[src/rtl/mips_multicycle_ctrl.sv]
// mips_multicycle_ctrl
// Multi-cycle main control FSM for the MIPS datapath. It walks each
// instruction through fetch, decode, execute, memory and writeback, and drives
// the ALU operation code, the operand selects and the datapath strobes.
//
// Build option:
//   MULTI_CTRL_BRANCH_EXT_EN - when defined, blez/bgtz/bltz/bgez are decoded.
//                              When undefined, those opcodes trap in DECODE.
//
// The instruction register is external and holds its value for the whole
// instruction, so the later states decode Op_I/Funct_I/Rt_I directly.

`ifndef MUX_ALU_ADD
`define MUX_ALU_ADD   4'd0
`define MUX_ALU_SUB   4'd1
`define MUX_ALU_AND   4'd2
`define MUX_ALU_OR    4'd3
`define MUX_ALU_XOR   4'd4
`define MUX_ALU_NOR   4'd5
`define MUX_ALU_COMP  4'd6
`define MUX_ALU_COMPU 4'd7
`define MUX_ALU_SLL   4'd8
`define MUX_ALU_SRL   4'd9
`define MUX_ALU_SRA   4'd10
`define MUX_ALU_UP    4'd11
`define MUX_ALU_BLEZ  4'd12
`define MUX_ALU_BGTZ  4'd13
`define MUX_ALU_BLTZ  4'd14
`define MUX_ALU_BGEZ  4'd15
`endif

module mips_multicycle_ctrl (
  input  logic       Clk_I,
  input  logic       Rst_n_I,
  input  logic [5:0] Op_I,
  input  logic [5:0] Funct_I,
  input  logic [4:0] Rt_I,
  input  logic       Zero_I,
  input  logic       MemReady_I,
  output logic [3:0] ALUoperation_O,
  output logic [1:0] ALUSrcA_O,
  output logic [2:0] ALUSrcB_O,
  output logic       MemRead_O,
  output logic       MemWrite_O,
  output logic       IorD_O,
  output logic       IRWrite_O,
  output logic       PCWrite_O,
  output logic       RegWrite_O,
  output logic [1:0] PCSource_O,
  output logic [1:0] RegDst_O,
  output logic [1:0] MemtoReg_O,
  output logic       Illegal_O,
  output logic [3:0] State_O
);

`ifdef MULTI_CTRL_BRANCH_EXT_EN
  localparam logic BRANCH_EXT_EN = 1'b1;
`else
  localparam logic BRANCH_EXT_EN = 1'b0;
`endif

  // Opcodes (IR[31:26])
  localparam logic [5:0] OP_RTYPE  = 6'b000000;
  localparam logic [5:0] OP_REGIMM = 6'b000001;
  localparam logic [5:0] OP_J      = 6'b000010;
  localparam logic [5:0] OP_JAL    = 6'b000011;
  localparam logic [5:0] OP_BEQ    = 6'b000100;
  localparam logic [5:0] OP_BNE    = 6'b000101;
  localparam logic [5:0] OP_BLEZ   = 6'b000110;
  localparam logic [5:0] OP_BGTZ   = 6'b000111;
  localparam logic [5:0] OP_ADDI   = 6'b001000;
  localparam logic [5:0] OP_ADDIU  = 6'b001001;
  localparam logic [5:0] OP_SLTI   = 6'b001010;
  localparam logic [5:0] OP_SLTIU  = 6'b001011;
  localparam logic [5:0] OP_ANDI   = 6'b001100;
  localparam logic [5:0] OP_ORI    = 6'b001101;
  localparam logic [5:0] OP_XORI   = 6'b001110;
  localparam logic [5:0] OP_LUI    = 6'b001111;
  localparam logic [5:0] OP_LW     = 6'b100011;
  localparam logic [5:0] OP_SW     = 6'b101011;

  // R-type function codes (IR[5:0])
  localparam logic [5:0] FN_SLL  = 6'b000000;
  localparam logic [5:0] FN_SRL  = 6'b000010;
  localparam logic [5:0] FN_SRA  = 6'b000011;
  localparam logic [5:0] FN_SLLV = 6'b000100;
  localparam logic [5:0] FN_SRLV = 6'b000110;
  localparam logic [5:0] FN_SRAV = 6'b000111;
  localparam logic [5:0] FN_JR   = 6'b001000;
  localparam logic [5:0] FN_ADD  = 6'b100000;
  localparam logic [5:0] FN_ADDU = 6'b100001;
  localparam logic [5:0] FN_SUB  = 6'b100010;
  localparam logic [5:0] FN_SUBU = 6'b100011;
  localparam logic [5:0] FN_AND  = 6'b100100;
  localparam logic [5:0] FN_OR   = 6'b100101;
  localparam logic [5:0] FN_XOR  = 6'b100110;
  localparam logic [5:0] FN_NOR  = 6'b100111;
  localparam logic [5:0] FN_SLT  = 6'b101010;
  localparam logic [5:0] FN_SLTU = 6'b101011;

  typedef enum logic [3:0] {
    ST_FETCH  = 4'd0,
    ST_DECODE = 4'd1,
    ST_EXEC   = 4'd2,
    ST_ALUWB  = 4'd3,
    ST_MEMADR = 4'd4,
    ST_MEMRD  = 4'd5,
    ST_MEMWB  = 4'd6,
    ST_MEMWR  = 4'd7,
    ST_BRANCH = 4'd8,
    ST_JUMP   = 4'd9,
    ST_TRAP   = 4'd15
  } state_t;

  state_t state_reg;
  state_t state_next;

  logic is_rtype;
  logic is_imm;
  logic is_branch_ext;

  assign is_rtype      = (Op_I == OP_RTYPE);
  assign is_imm        = (Op_I[5:3] == 3'b001);
  assign is_branch_ext = (Op_I == OP_BLEZ) || (Op_I == OP_BGTZ) || (Op_I == OP_REGIMM);

  // State register; a low Rst_n_I restarts at FETCH and abandons any access.
  always_ff @(posedge Clk_I) begin
    if (!Rst_n_I) begin
      state_reg <= ST_FETCH;
    end else begin
      state_reg <= state_next;
    end
  end

  // Next-state and output decode; strobes are forced low while in reset.
  always_comb begin
    state_next     = state_reg;
    ALUoperation_O = `MUX_ALU_ADD;
    ALUSrcA_O      = 2'd0;
    ALUSrcB_O      = 3'd0;
    MemRead_O      = 1'b0;
    MemWrite_O     = 1'b0;
    IorD_O         = 1'b0;
    IRWrite_O      = 1'b0;
    PCWrite_O      = 1'b0;
    RegWrite_O     = 1'b0;
    PCSource_O     = 2'd0;
    RegDst_O       = 2'd0;
    MemtoReg_O     = 2'd0;

    case (state_reg)
      ST_FETCH: begin
        MemRead_O      = 1'b1;
        ALUSrcA_O      = 2'd0;
        ALUSrcB_O      = 3'd1;
        ALUoperation_O = `MUX_ALU_ADD;
        IRWrite_O      = MemReady_I;
        PCWrite_O      = MemReady_I;
        if (MemReady_I) state_next = ST_DECODE;
      end

      ST_DECODE: begin
        // Speculatively compute the branch target into ALUOut.
        ALUSrcA_O      = 2'd0;
        ALUSrcB_O      = 3'd3;
        ALUoperation_O = `MUX_ALU_ADD;
        if (is_rtype) begin
          state_next = (Funct_I == FN_JR) ? ST_JUMP : ST_EXEC;
        end else if (is_imm) begin
          state_next = ST_EXEC;
        end else if (Op_I == OP_LW || Op_I == OP_SW) begin
          state_next = ST_MEMADR;
        end else if (Op_I == OP_BEQ || Op_I == OP_BNE) begin
          state_next = ST_BRANCH;
        end else if (is_branch_ext) begin
          state_next = BRANCH_EXT_EN ? ST_BRANCH : ST_TRAP;
        end else if (Op_I == OP_J || Op_I == OP_JAL) begin
          state_next = ST_JUMP;
        end else begin
          state_next = ST_TRAP;
        end
      end

      ST_EXEC: begin
        state_next = ST_ALUWB;
        if (is_rtype) begin
          ALUSrcA_O = 2'd1;
          ALUSrcB_O = 3'd0;
          case (Funct_I)
            FN_ADD, FN_ADDU: ALUoperation_O = `MUX_ALU_ADD;
            FN_SUB, FN_SUBU: ALUoperation_O = `MUX_ALU_SUB;
            FN_AND:          ALUoperation_O = `MUX_ALU_AND;
            FN_OR:           ALUoperation_O = `MUX_ALU_OR;
            FN_XOR:          ALUoperation_O = `MUX_ALU_XOR;
            FN_NOR:          ALUoperation_O = `MUX_ALU_NOR;
            FN_SLT:          ALUoperation_O = `MUX_ALU_COMP;
            FN_SLTU:         ALUoperation_O = `MUX_ALU_COMPU;
            FN_SLL: begin ALUSrcA_O = 2'd2; ALUoperation_O = `MUX_ALU_SLL; end
            FN_SRL: begin ALUSrcA_O = 2'd2; ALUoperation_O = `MUX_ALU_SRL; end
            FN_SRA: begin ALUSrcA_O = 2'd2; ALUoperation_O = `MUX_ALU_SRA; end
            FN_SLLV:         ALUoperation_O = `MUX_ALU_SLL;
            FN_SRLV:         ALUoperation_O = `MUX_ALU_SRL;
            FN_SRAV:         ALUoperation_O = `MUX_ALU_SRA;
            default: begin
              ALUSrcA_O  = 2'd0;
              state_next = ST_TRAP;
            end
          endcase
        end else begin
          ALUSrcA_O = 2'd1;
          case (Op_I)
            OP_ADDI, OP_ADDIU: begin ALUSrcB_O = 3'd2; ALUoperation_O = `MUX_ALU_ADD;   end
            OP_SLTI:           begin ALUSrcB_O = 3'd2; ALUoperation_O = `MUX_ALU_COMP;  end
            OP_SLTIU:          begin ALUSrcB_O = 3'd2; ALUoperation_O = `MUX_ALU_COMPU; end
            OP_ANDI:           begin ALUSrcB_O = 3'd4; ALUoperation_O = `MUX_ALU_AND;   end
            OP_ORI:            begin ALUSrcB_O = 3'd4; ALUoperation_O = `MUX_ALU_OR;    end
            OP_XORI:           begin ALUSrcB_O = 3'd4; ALUoperation_O = `MUX_ALU_XOR;   end
            OP_LUI:            begin ALUSrcB_O = 3'd4; ALUoperation_O = `MUX_ALU_UP;    end
            default: begin
              ALUSrcA_O  = 2'd0;
              state_next = ST_TRAP;
            end
          endcase
        end
      end

      ST_ALUWB: begin
        RegWrite_O = 1'b1;
        MemtoReg_O = 2'd0;
        RegDst_O   = is_rtype ? 2'd1 : 2'd0;
        state_next = ST_FETCH;
      end

      ST_MEMADR: begin
        ALUSrcA_O      = 2'd1;
        ALUSrcB_O      = 3'd2;
        ALUoperation_O = `MUX_ALU_ADD;
        if (Op_I == OP_LW)      state_next = ST_MEMRD;
        else if (Op_I == OP_SW) state_next = ST_MEMWR;
        else                    state_next = ST_TRAP;
      end

      ST_MEMRD: begin
        IorD_O    = 1'b1;
        MemRead_O = 1'b1;
        if (MemReady_I) state_next = ST_MEMWB;
      end

      ST_MEMWR: begin
        IorD_O     = 1'b1;
        MemWrite_O = 1'b1;
        if (MemReady_I) state_next = ST_FETCH;
      end

      ST_MEMWB: begin
        RegWrite_O = 1'b1;
        RegDst_O   = 2'd0;
        MemtoReg_O = 2'd1;
        state_next = ST_FETCH;
      end

      ST_BRANCH: begin
        // The ALU compares rs (against rt or zero) and Zero_I resolves the branch.
        state_next = ST_FETCH;
        case (Op_I)
          OP_BEQ: begin
            ALUSrcA_O = 2'd1; PCSource_O = 2'd1;
            ALUoperation_O = `MUX_ALU_SUB;
            PCWrite_O = Zero_I;
          end
          OP_BNE: begin
            ALUSrcA_O = 2'd1; PCSource_O = 2'd1;
            ALUoperation_O = `MUX_ALU_SUB;
            PCWrite_O = !Zero_I;
          end
          OP_BLEZ: begin
            if (BRANCH_EXT_EN) begin
              ALUSrcA_O = 2'd1; PCSource_O = 2'd1;
              ALUoperation_O = `MUX_ALU_BLEZ;
              PCWrite_O = Zero_I;
            end else begin
              state_next = ST_TRAP;
            end
          end
          OP_BGTZ: begin
            if (BRANCH_EXT_EN) begin
              ALUSrcA_O = 2'd1; PCSource_O = 2'd1;
              ALUoperation_O = `MUX_ALU_BGTZ;
              PCWrite_O = Zero_I;
            end else begin
              state_next = ST_TRAP;
            end
          end
          OP_REGIMM: begin
            if (BRANCH_EXT_EN && (Rt_I == 5'd0 || Rt_I == 5'd1)) begin
              ALUSrcA_O = 2'd1; PCSource_O = 2'd1;
              ALUoperation_O = (Rt_I == 5'd0) ? `MUX_ALU_BLTZ : `MUX_ALU_BGEZ;
              PCWrite_O = Zero_I;
            end else begin
              state_next = ST_TRAP;
            end
          end
          default: state_next = ST_TRAP;
        endcase
      end

      ST_JUMP: begin
        PCWrite_O  = 1'b1;
        PCSource_O = is_rtype ? 2'd3 : 2'd2;
        if (Op_I == OP_JAL) begin
          RegWrite_O = 1'b1;
          RegDst_O   = 2'd2;
          MemtoReg_O = 2'd2;
        end
        state_next = ST_FETCH;
      end

      ST_TRAP: begin
        state_next = ST_TRAP;
      end

      default: begin
        state_next = ST_TRAP;
      end
    endcase

    if (!Rst_n_I) begin
      MemRead_O  = 1'b0;
      MemWrite_O = 1'b0;
      IRWrite_O  = 1'b0;
      PCWrite_O  = 1'b0;
      RegWrite_O = 1'b0;
    end
  end

  // Status outputs straight from the state register.
  assign Illegal_O = (state_reg == ST_TRAP) && Rst_n_I;
  assign State_O   = state_reg;

endmodule

[config.mk]
export PLATFORM = sky130hd
export DESIGN_NAME = mips_multicycle_ctrl
export DESIGN_NICKNAME = d
export VERILOG_FILES = /design/src/rtl/mips_multicycle_ctrl.sv
export SDC_FILE = /design/constraint.sdc
export NUM_CORES = 1
export LEC_CHECK = 0
export ABC_AREA = 1
export CAP_MARGIN = 20
export CELL_PAD_IN_SITES_DETAIL_PLACEMENT = 1
export CELL_PAD_IN_SITES_GLOBAL_PLACEMENT = 1
export CORE_MARGIN = 5
export CORE_UTILIZATION = 25
export DETAILED_ROUTE_END_ITERATION = 6
export PLACE_DENSITY_LB_ADDON = 0.05
export RECOVER_POWER = 50
export SYNTH_ARGS = -nofsm -noshare
export SYNTH_HDL_FRONTEND = slang
export SYNTH_SLANG_ARGS = --single-unit
[constraint.sdc]
create_clock -name Clk_I -period 1.8 [get_ports Clk_I]
set_clock_uncertainty 0.05 [all_clocks]
set_input_delay 0.27 -clock Clk_I [delete_from_list [all_inputs] [get_ports Clk_I]]
set_output_delay 0.27 -clock Clk_I [all_outputs]
set_load 0.005 [all_outputs]
## After elaboration in Yosys (flattened, before gate mapping)

Cells that the tools add are included.

| operators by class | value |
|---|---|
| add/sub/neg operators | 0 |
| $mul | 0 |
| divide/modulo/power cells | 0 |
| magnitude comparators | 0 |
| eq/ne operators | 47 |
| shift operators | 0 |
| multiplexer cells | 49 |
| bitwise gates (word level) | 0 |
| reduce and logical (&&, ||, !) cells | 26 |

Operator list:

| kind | number |
|---|---|
| $eq A6 B6 Y1 const B | 12 |
| $mux W4 | 14 |
| $eq A6 B4 Y1 const B | 9 |
| $eq A6 B3 Y1 const B | 7 |
| $pmux W4 S10 | 1 |
| $pmux W4 S8 | 1 |
| $eq A6 B2 Y1 const B | 4 |
| $pmux W4 S6 | 1 |
| $eq A4 B3 Y1 const B | 4 |
| $pmux W2 S2 | 4 |
| $reduce_or A16 Y1 | 1 |
| $reduce_or A2 Y1 | 8 |
| $mux W1 | 15 |
| $reduce_or A13 Y1 | 1 |
| $eq A4 B4 Y1 const B | 3 |
| $logic_not A6 Y1 | 2 |
| $mux W3 | 4 |
| $pmux W3 S4 | 1 |
| $eq A4 B2 Y1 const B | 2 |
| $pmux W4 S2 | 1 |
| $reduce_or A4 Y1 | 2 |
| $reduce_or A8 Y1 | 1 |
| $eq A6 B1 Y1 const B | 1 |
| $ne A2 B2 Y1 const B | 3 |
| other kinds (13) | 20 |

| word-level totals | value |
|---|---|
| register bits | 4 |
| bits in latches | 0 |
| RAM bits | 0 |
| ROM bits | 0 |
| bits of input ports | 21 |
| output and inout port bits | 26 |
| logic and storage cells | 123 |
| memories kept | 0 |

## Longest topological paths before layout

Gate-level depths: netlist (run 1).

| depth | value |
|---|---|
| word-level depth | 9 |
| mapped depth | 10 |
| gate-level depth less buffers | 10 |

## Worst setup path before layout (run 1)

No wires, ideal clock.

| path | value |
|---|---|
| path type | register to output |
| start | register state_reg[3] (netlist: State_O[3]) |
| end | output port RegWrite_O |
| arrival time | 1.184 ns |
| data required time | 1.480 ns |
| setup slack | 0.296 ns |
| stages on the path, launching flop included | 7 |
| cells stage by stage | dfxtp_1 nand2_2 nor2_2 inv_2 nor4_4 nor2_1 nor2_1 |

| on the way | value |
|---|---|
| cells in the longest elaborated chain, start to end | 4 |

Ends and longest elaborated chain:

| what | RTL line | text |
|---|---|---|
| start, declared | 115 | `state_t state_reg;` |
| start signal, assigned | 131 | `state_reg <= state_next;` |
| $eq A4 B3 Y1 / $eq A4 B2 Y1 (equally long branches) | 151 | `case (state_reg)` |
| $reduce_or A2 Y1 (no line) | n/a |  |
| $pmux W1 S2 (*) | 151 |  |
| $mux W1 (*) | 327 | `if (!Rst_n_I) begin` |
| end, declared | 48 | `output logic RegWrite_O,` |

Every way passes the cells marked *; elsewhere a longest branch is shown, timed or not.

## Worst setup path in the final report (run 1)

| path | value |
|---|---|
| start | register state_reg[2] (netlist: State_O[2]) |
| end | output port RegWrite_O |

Same word-level chain as after synthesis.

==> results of run 1 <==
cells in the mapped netlist:
cell type,n
a211oi_1,2
a211oi_2,1
a21oi_1,6
a21oi_2,1
a31oi_1,1
buf_2,2
buf_4,1
buf_6,1
dfxtp_1,4
inv_1,27
inv_2,6
nand2_1,41
nand2_2,2
nand3_1,23
nand3_2,2
nand3b_1,2
nand4_1,7
nor2_1,35
nor2_2,4
nor2_4,2
nor3_1,9
nor3_2,1
nor4_1,1
nor4_4,1
o2111ai_1,1
o21ai_0,6
o21ai_1,1
xor2_1,1
final cells by class:
cell class / count / area share (%)
multi-input combinational: 150 / 43.0
timing repair buffer: 125 / 42.6
inverter: 33 / 5.96
sequential: 4 / 4.05
tap: 48 / 2.62
clock buffer: 3 / 1.80
kinds of logic (layout without fill, tap and decap cells):
logic type | Yosys count | after routing | synth area share [%]
and+or+nand+nor | 130 | 130 | 63.5
buffers and inverters | 37 | 161 | 15.6
DFF | 4 | 4 | 8.17
AOI/OAI and AO/OA | 19 | 19 | 11.9
xor gates and xnor gates | 1 | 1 | 0.894
worst max path at each step:
stage / startpoint / slack (ps) / end / cells past startpoint
final: State_O[2] / -130 / RegWrite_O / 9
after CTS: State_O[1] / -120 / RegWrite_O / 9
after detailed placement: Op_I[3] / -740 / ALUoperation_O[0] / 9
after floorplan: State_O[3] / 300 / RegWrite_O / 6
after global placement: Op_I[3] / -650 / PCWrite_O / 7
after global routing: State_O[2] / -230 / RegWrite_O / 9
repair_timing:
action,4_1_cts,5_1_grt
setup buffers,22,6
pin swaps,20,21
gates resized for setup,135,52
endpoints found under the setup margin,24,19
hold endpoints to repair,0,0
power groups by stage:
stage          registers [W]  logic, W  clock network [W]
2_1_floorplan       0.000203  0.000524                  0
3_3_place_gp        0.000188   0.00124                  0
3_5_place_dp        0.000195   0.00128                  0
4_1_cts             0.000216   0.00138           0.000188
5_1_grt             0.000228   0.00165           0.000198
6_report            0.000222   0.00154           0.000185
layer usage:
metal / share of wire [%] / up-vias / GRT usage, %
met2: 53 / 81 / 45.2
met5: 0 / - / 0
met1: 38 / 927 / 26.6
met3: 6.1 / 20 / 3.99
li1: - / 871 / -
met4: 2.5 / 0 / 6.35
stage by stage:
| step | setup slack, ps | instance area, µm² | util (%) | total power (W) | cells |
|---|---|---|---|---|---|
| after floorplan | 296 | 980 | - | 0.000727 | 191 |
| after global placement | -649 | 1860 | 50.0 | 0.00143 | 334 |
| after detailed placement | -739 | 1860 | 50.0 | 0.00147 | 334 |
| after CTS | -120 | 2150 | 57.8 | 0.00178 | 357 |
| after global routing | -226 | 2290 | 61.6 | 0.00208 | 363 |
| final | -131 | 2290 | 61.6 | 0.00194 | 363 |
worst max-delay path, delay by kind of cell (launching register included):
family | cells | cell delay, ps
AND/OR/NAND/NOR | 5 | 620
flip-flops | 1 | 360
buffers and inverters | 4 | 410
==> impl_results.md, run 1 <==
- Status: complete, but fails checks
- Failing checks: setup timing
- Sw Pwr: 0.000936 W
- Net Sw Frac: 48.2%
- Total die area: 5270 µm²
- Setup CP Type: flip-flop to primary output
- CP required: 1480 ps
- Diode count: 0
- Setup Total Neg Slack: -346 ps
- Cell accounting for the most synthesized area: nand2_1
- CP startpoint kind: flip-flop
- Synth cell types: 28
- Crit. End Element: primary output
- Cells after Synth: 191
- Arr. time, crit path: 1610 ps
- Max_slew headroom: 77.9%
- Mapped Avg Cell Area: 5.13 µm²
- Chip height: 72.6 µm
- Mapped Area: 980 µm²
- Initial DRC Count: 67
- WHS Endpoint: State_O[3]
- Initial Utilization: 26.4%
- Critical Path Fanout Max: 4
- Clk sinks: 4
- Clk Latency, worst-skew pair: 210 ps
- DP HPWL: 4180 µm
- Ys Warns: 0
- Max-slew violation count: 0
- Share of cells above drive strength 1: 56.2%
- Cell Chain, Critical Path: inv_4, nand2_4, nor2_4, inv_2, nor4_4, buf_4, nor2_4, nor2_2, buf_2
- Max stage delay on crit path: 360 ps
- Hold/Removal Path Class: input pin to flip-flop
- Fill cells: 505
- Pre-antenna DRT Iters: 4
- HP Start: Funct_I[2]
- Avg Vias per Cell: 5.23
- Hold_buf cts: 0
- Hold_ws: 613 ps
- Max FFs per register: 4
- FP Rows: 22
- Routed Antenna Nets: 0
- Net count of the finished layout: 338
- Setup WS post-layout: -131 ps
- Die width: 72.6 µm
- Seq/Total Area, Yosys: 8.17%
- Gpl congestion: 0.902
- Final worst-path cycle share: 107%
- Worst flop-to-flop path endpoint: State_O[1]
- First-pass GRT wire length: 10,000 µm
- DRT Wirelength: 6900 µm
- Wire per inst: 19.0 µm
- Clock Tree Root: clkbuf_8
- Area Overhead vs Synth: 134%
- Worst slew pin tran: 329 ps
- Share of power burned in registers: 11.4%
- Overall Global Routing Usage: 23.7%
- DR DRC count: 0
- Reg-to-reg startpoint: State_O[3]
- Reg clk slew, reported paths: 30 ps
- Bufs on Longest Clock Path: 2
- Register bit total from synthesis: 4
- Buffers added on ports: 41
- Final hold vios: 0
- Core Area: 3720 µm²
- Clock share of power: 9.5%
- Hold path depth: 6
- Area occupied by multi-input gates: 983 µm²
- I/O pin cnt: 47
- Antenna violations before repair: 0
- H-tree depth: 1
- CTS tree: yes
- Most frequent cells in the layout: buf_4 (74), nand2_1 (32), nor2_1 (20)
- Cells on worst reg2reg path: 10
- RSZ-0062 raised after global routing: true
- DR vias: 1,899
- Max-cap viol count: 0
- Internal power: 0.00101 W
- Reg2Reg Setup Slack: 90 ps
- Crit path top cell by count: nor2_4
- Comb pwr share: 79.1%
- IR drop worst, VDD: 295 µV
- Leakage: 1.21 nW
- Sequential cell area: 92.6 µm²
- Largest net degree at the start of global routing: 9
- Number of buffers created by CTS: 3
- Top post-synthesis cells by area: nand2_1 (16%), nor2_1 (13%), nand3_1 (12%), inv_1 (10%), dfxtp_1 (8.2%)
- Fmax: 518 MHz
- Syn Nets: 212
- Commonest non-fill, non-tap cell in the layout: buf_4
- Vias in the first global route: 2,075
- Pwr/cell area: 849 nW/µm²
- Yosys top cell area share: 15.7%
- Critical path's slowest cell: dfxtp_4
- Minimum clock period: 1930 ps
- Gr ovfl total: 0
- Setup-failing EPs final: 5
(Power assumes the default switching activity.)
==> inputs of run 2 (changes only) <==
--- a/config.mk
+++ b/config.mk
@@ -12,6 +12,7 @@
 export CORE_MARGIN = 5
 export CORE_UTILIZATION = 25
 export DETAILED_ROUTE_END_ITERATION = 6
+export GPL_TIMING_DRIVEN = 0
 export PLACE_DENSITY_LB_ADDON = 0.05
 export RECOVER_POWER = 50
 export SYNTH_ARGS = -nofsm -noshare
==> run 2 against run 1 <==
Against the previous run:
- the flow still finishes with violations (setup timing)
- clock power rose by 3%
- critical path depth fell by 2
- register-to-register slack improved by 140 ps
- worst hold slack got worse by 37 ps
- sequential cell count stayed put
- die area stayed put
- sequential share of layout area rose by 0.68 points
- final area shrank 12%
- critical path type unchanged
- via count is 13% lower
- count of clock-buffer cells in the layout unchanged
- largest cell class unchanged
- sequential power hardly changed
==> impl_results.md, run 2 (synthesis gave the netlist of run 1 again) <==
- Reg-to-reg startpoint: State_O[0] (was State_O[3])
- Final hold vios: 0 (unchanged)
- Setup CP Type: flip-flop to primary output (unchanged)
- CP startpoint kind: flip-flop (unchanged)
- Commonest non-fill, non-tap cell in the layout: buf_4 (unchanged)
- Max FFs per register: 4 (unchanged)
- Crit path top cell by count: buf_4 (was nor2_4)
- Total die area: 5270 µm² (unchanged)
- Initial Utilization: 26.4% (unchanged)
- DR DRC count: 0 (unchanged)
- Cells on worst reg2reg path: 9 (was 10)
- Buffers and inverters on the worst path: 5 (was 4)
- Final worst-path cycle share: 101% (was 107%)
- CP top delay family: buffers and inverters (was simple AND/OR/NAND/NOR gates)
- Reg2Reg Setup Slack: 230 ps (was 90 ps)
- I/O pin cnt: 47 (unchanged)
- Minimum clock period: 1810 ps (was 1930 ps)
- Diode count: 0 (unchanged)
- Crit path to: MemWrite_O (was RegWrite_O)
- FP Rows: 22 (unchanged)
- Placement Setup Slack: -796 ps (was -739 ps)
- Util after Layout: 54.1% (was 61.6%)
- H-tree depth: 1 (unchanged)
- Worst slew pin tran: 263 ps (was 329 ps)
- Crit. End Element: primary output (unchanged)
- DRT Wirelength: 5500 µm (was 6900 µm)
- Initial DRC Count: 41 (was 67)
- Worst setup startpoint: State_O[2] (unchanged)
- Share of cells above drive strength 1: 48.6% (was 56.2%)
- Die width: 72.6 µm (unchanged)
- Fmax: 551 MHz (was 518 MHz)
- Status: complete, but fails checks (unchanged)
- Clock Tree Root: clkbuf_8 (unchanged)
- Avg Vias per Cell: 5.02 (was 5.23)
- Antenna violations before repair: 0 (unchanged)
- Setup WS post-layout: -14.5 ps (was -131 ps)
- Max stage delay on crit path: 380 ps (was 360 ps)
- Clk Latency, worst-skew pair: 220 ps (was 210 ps)
- Buffers added on ports: 38 (was 41)
- Chip height: 72.6 µm (unchanged)
- Most frequent cells in the layout: buf_4 (43), nand2_1 (35), nor2_1 (24) (was buf_4 (74), nand2_1 (32), nor2_1 (20))
- Max_slew headroom: 82.3% (was 77.9%)
- Clk sinks: 4 (unchanged)
- Pre-antenna DRT Iters: 4 (unchanged)
- Critical Path Fanout Max: 4 (unchanged)
- CTS tree: yes (unchanged)
- Gpl congestion: 0.826 (was 0.902)
- Vias in the first global route: 1,843 (was 2,075)
- Wire per inst: 16.8 µm (was 19.0 µm)
- Core Area: 3720 µm² (unchanged)
- Critical path's slowest cell: dfxtp_4 (unchanged)
- Bufs on Longest Clock Path: 2 (unchanged)
- Worst flop-to-flop path endpoint: State_O[2] (was State_O[1])
- Cell Chain, Critical Path: inv_4, buf_4, nor2_4, buf_4, inv_1, nor3_1, dlygate4sd2_1 (was inv_4, nand2_4, nor2_4, inv_2, nor4_4, buf_4, nor2_4, nor2_2, buf_2)
- IR drop worst, VDD: 275 µV (was 295 µV)
- DP HPWL: 3300 µm (was 4180 µm)
- Area Overhead vs Synth: 105% (was 134%)
- Fill cells: 506 (was 505)
- Number of buffers created by CTS: 3 (unchanged)
- Gr ovfl total: 0 (unchanged)
- First-pass GRT wire length: 8600 µm (was 10,000 µm)
- RSZ-0062 raised after global routing: true (unchanged)
- Routed Antenna Nets: 0 (unchanged)
- DR vias: 1,648 (was 1,899)
- CP required: 1480 ps (about the same)
- Stages on worst setup path: 7 (was 9)
- Overall Global Routing Usage: 20.1% (was 23.7%)
- Leakage: 1.04 nW (was 1.21 nW)
- Reg clk slew, reported paths: 30 ps (about the same)
- Hold/Removal Path Class: input pin to flip-flop (unchanged)
- Setup-failing EPs final: 1 (was 5)
- Max-slew violation count: 0 (unchanged)
- Net count of the finished layout: 303 (was 338)
- Max-cap viol count: 0 (unchanged)
- Hold_buf cts: 0 (unchanged)
- Layout Cells excl Fill: 328 (was 363)
- Arr. time, crit path: 1490 ps (was 1610 ps)
- Placed Cells: 277 (was 334)
- Pwr/cell area: 932 nW/µm² (was 849 nW/µm²)
- Largest net degree at the start of global routing: 10 (was 9)
- Failing checks: setup timing (unchanged)
run 2: changes by cell type in the layout (fill, tap and decap cells not counted), moves of 2 or more:
cell     before  now
nand2_1      32   35
nor2_1       20   24
buf_6        11    7
buf_2        15   13
nor2_2        9    7
nand3_2       4    2
nor2_4       12   10
nand2_2       7    5
buf_4        74   43
run 2: timing repair:
action	4_1_cts	5_1_grt
pin swaps	21	22
resized for setup	119	42
setup buffers	41	11
endpoints found under the setup margin	22	16
run 2: layout make-up:
class                      instances  area, µm²  area share (%)
sequential                         4       95.1            4.73
tap                               48       60.1            2.99
clock buffer                       3       41.3            2.05
multi-input combinational        150        965            47.9
inverter                          33        136            6.78
timing repair buffer              86        686            34.1
buffer                             4       28.8            1.43
run 2: worst reg2reg max path: stages (launching register included):
cell and delay, ps:
dfxtp_4 380, buf_4 170, nor2_4 50, buf_4 140, nand3_1 100, nand2_1 110, nor2_1 160, nand3_1 120
nor2_1 120, a21oi_1 70
run 2: per-layer routing:
metal | vias to the layer above | global-route usage (%) | part of all wire, %
met3 | 10 | 3.17 | 4.2
met5 | - | 0 | 0
li1 | 801 | - | -
met2 | 40 | 35.8 | 53
met1 | 797 | 25.2 | 41
met4 | 0 | 4.71 | 2.1
run 2: worst min path at each step:
stage | start | to | cells after the start
floorplan | Rst_n_I | State_O[3] | 2
global route | Op_I[3] | State_O[1] | 6
finish | Op_I[3] | State_O[1] | 6
CTS | Op_I[3] | State_O[1] | 6
global placement | State_O[1] | State_O[1] | 2
detailed placement | State_O[1] | State_O[1] | 2
run 2: report_power, final:
group | leakage (nW) | internal, W | switching (W)
sequential | 0.0357 | 0.000148 | 0.0000756
combinational | 0.986 | 0.000674 | 0.000788
clock | 0.0216 | 0.000143 | 0.0000477
run 2: per-stage QoR:
| stage | area [µm²] | hold WS [ps] | setup TNS, ps | power (W) |
|---|---|---|---|---|
| 2_1_floorplan | 980 | 343 | 0 | 0.000727 |
| 3_3_place_gp | 1420 | 643 | -10460 | 0.00112 |
| 3_5_place_dp | 1420 | 645 | -11300 | 0.00113 |
| 4_1_cts | 1880 | 564 | -656 | 0.00168 |
| 5_1_grt | 2010 | 638 | -315 | 0.00203 |
| 6_report | 2010 | 576 | -14.5 | 0.00188 |
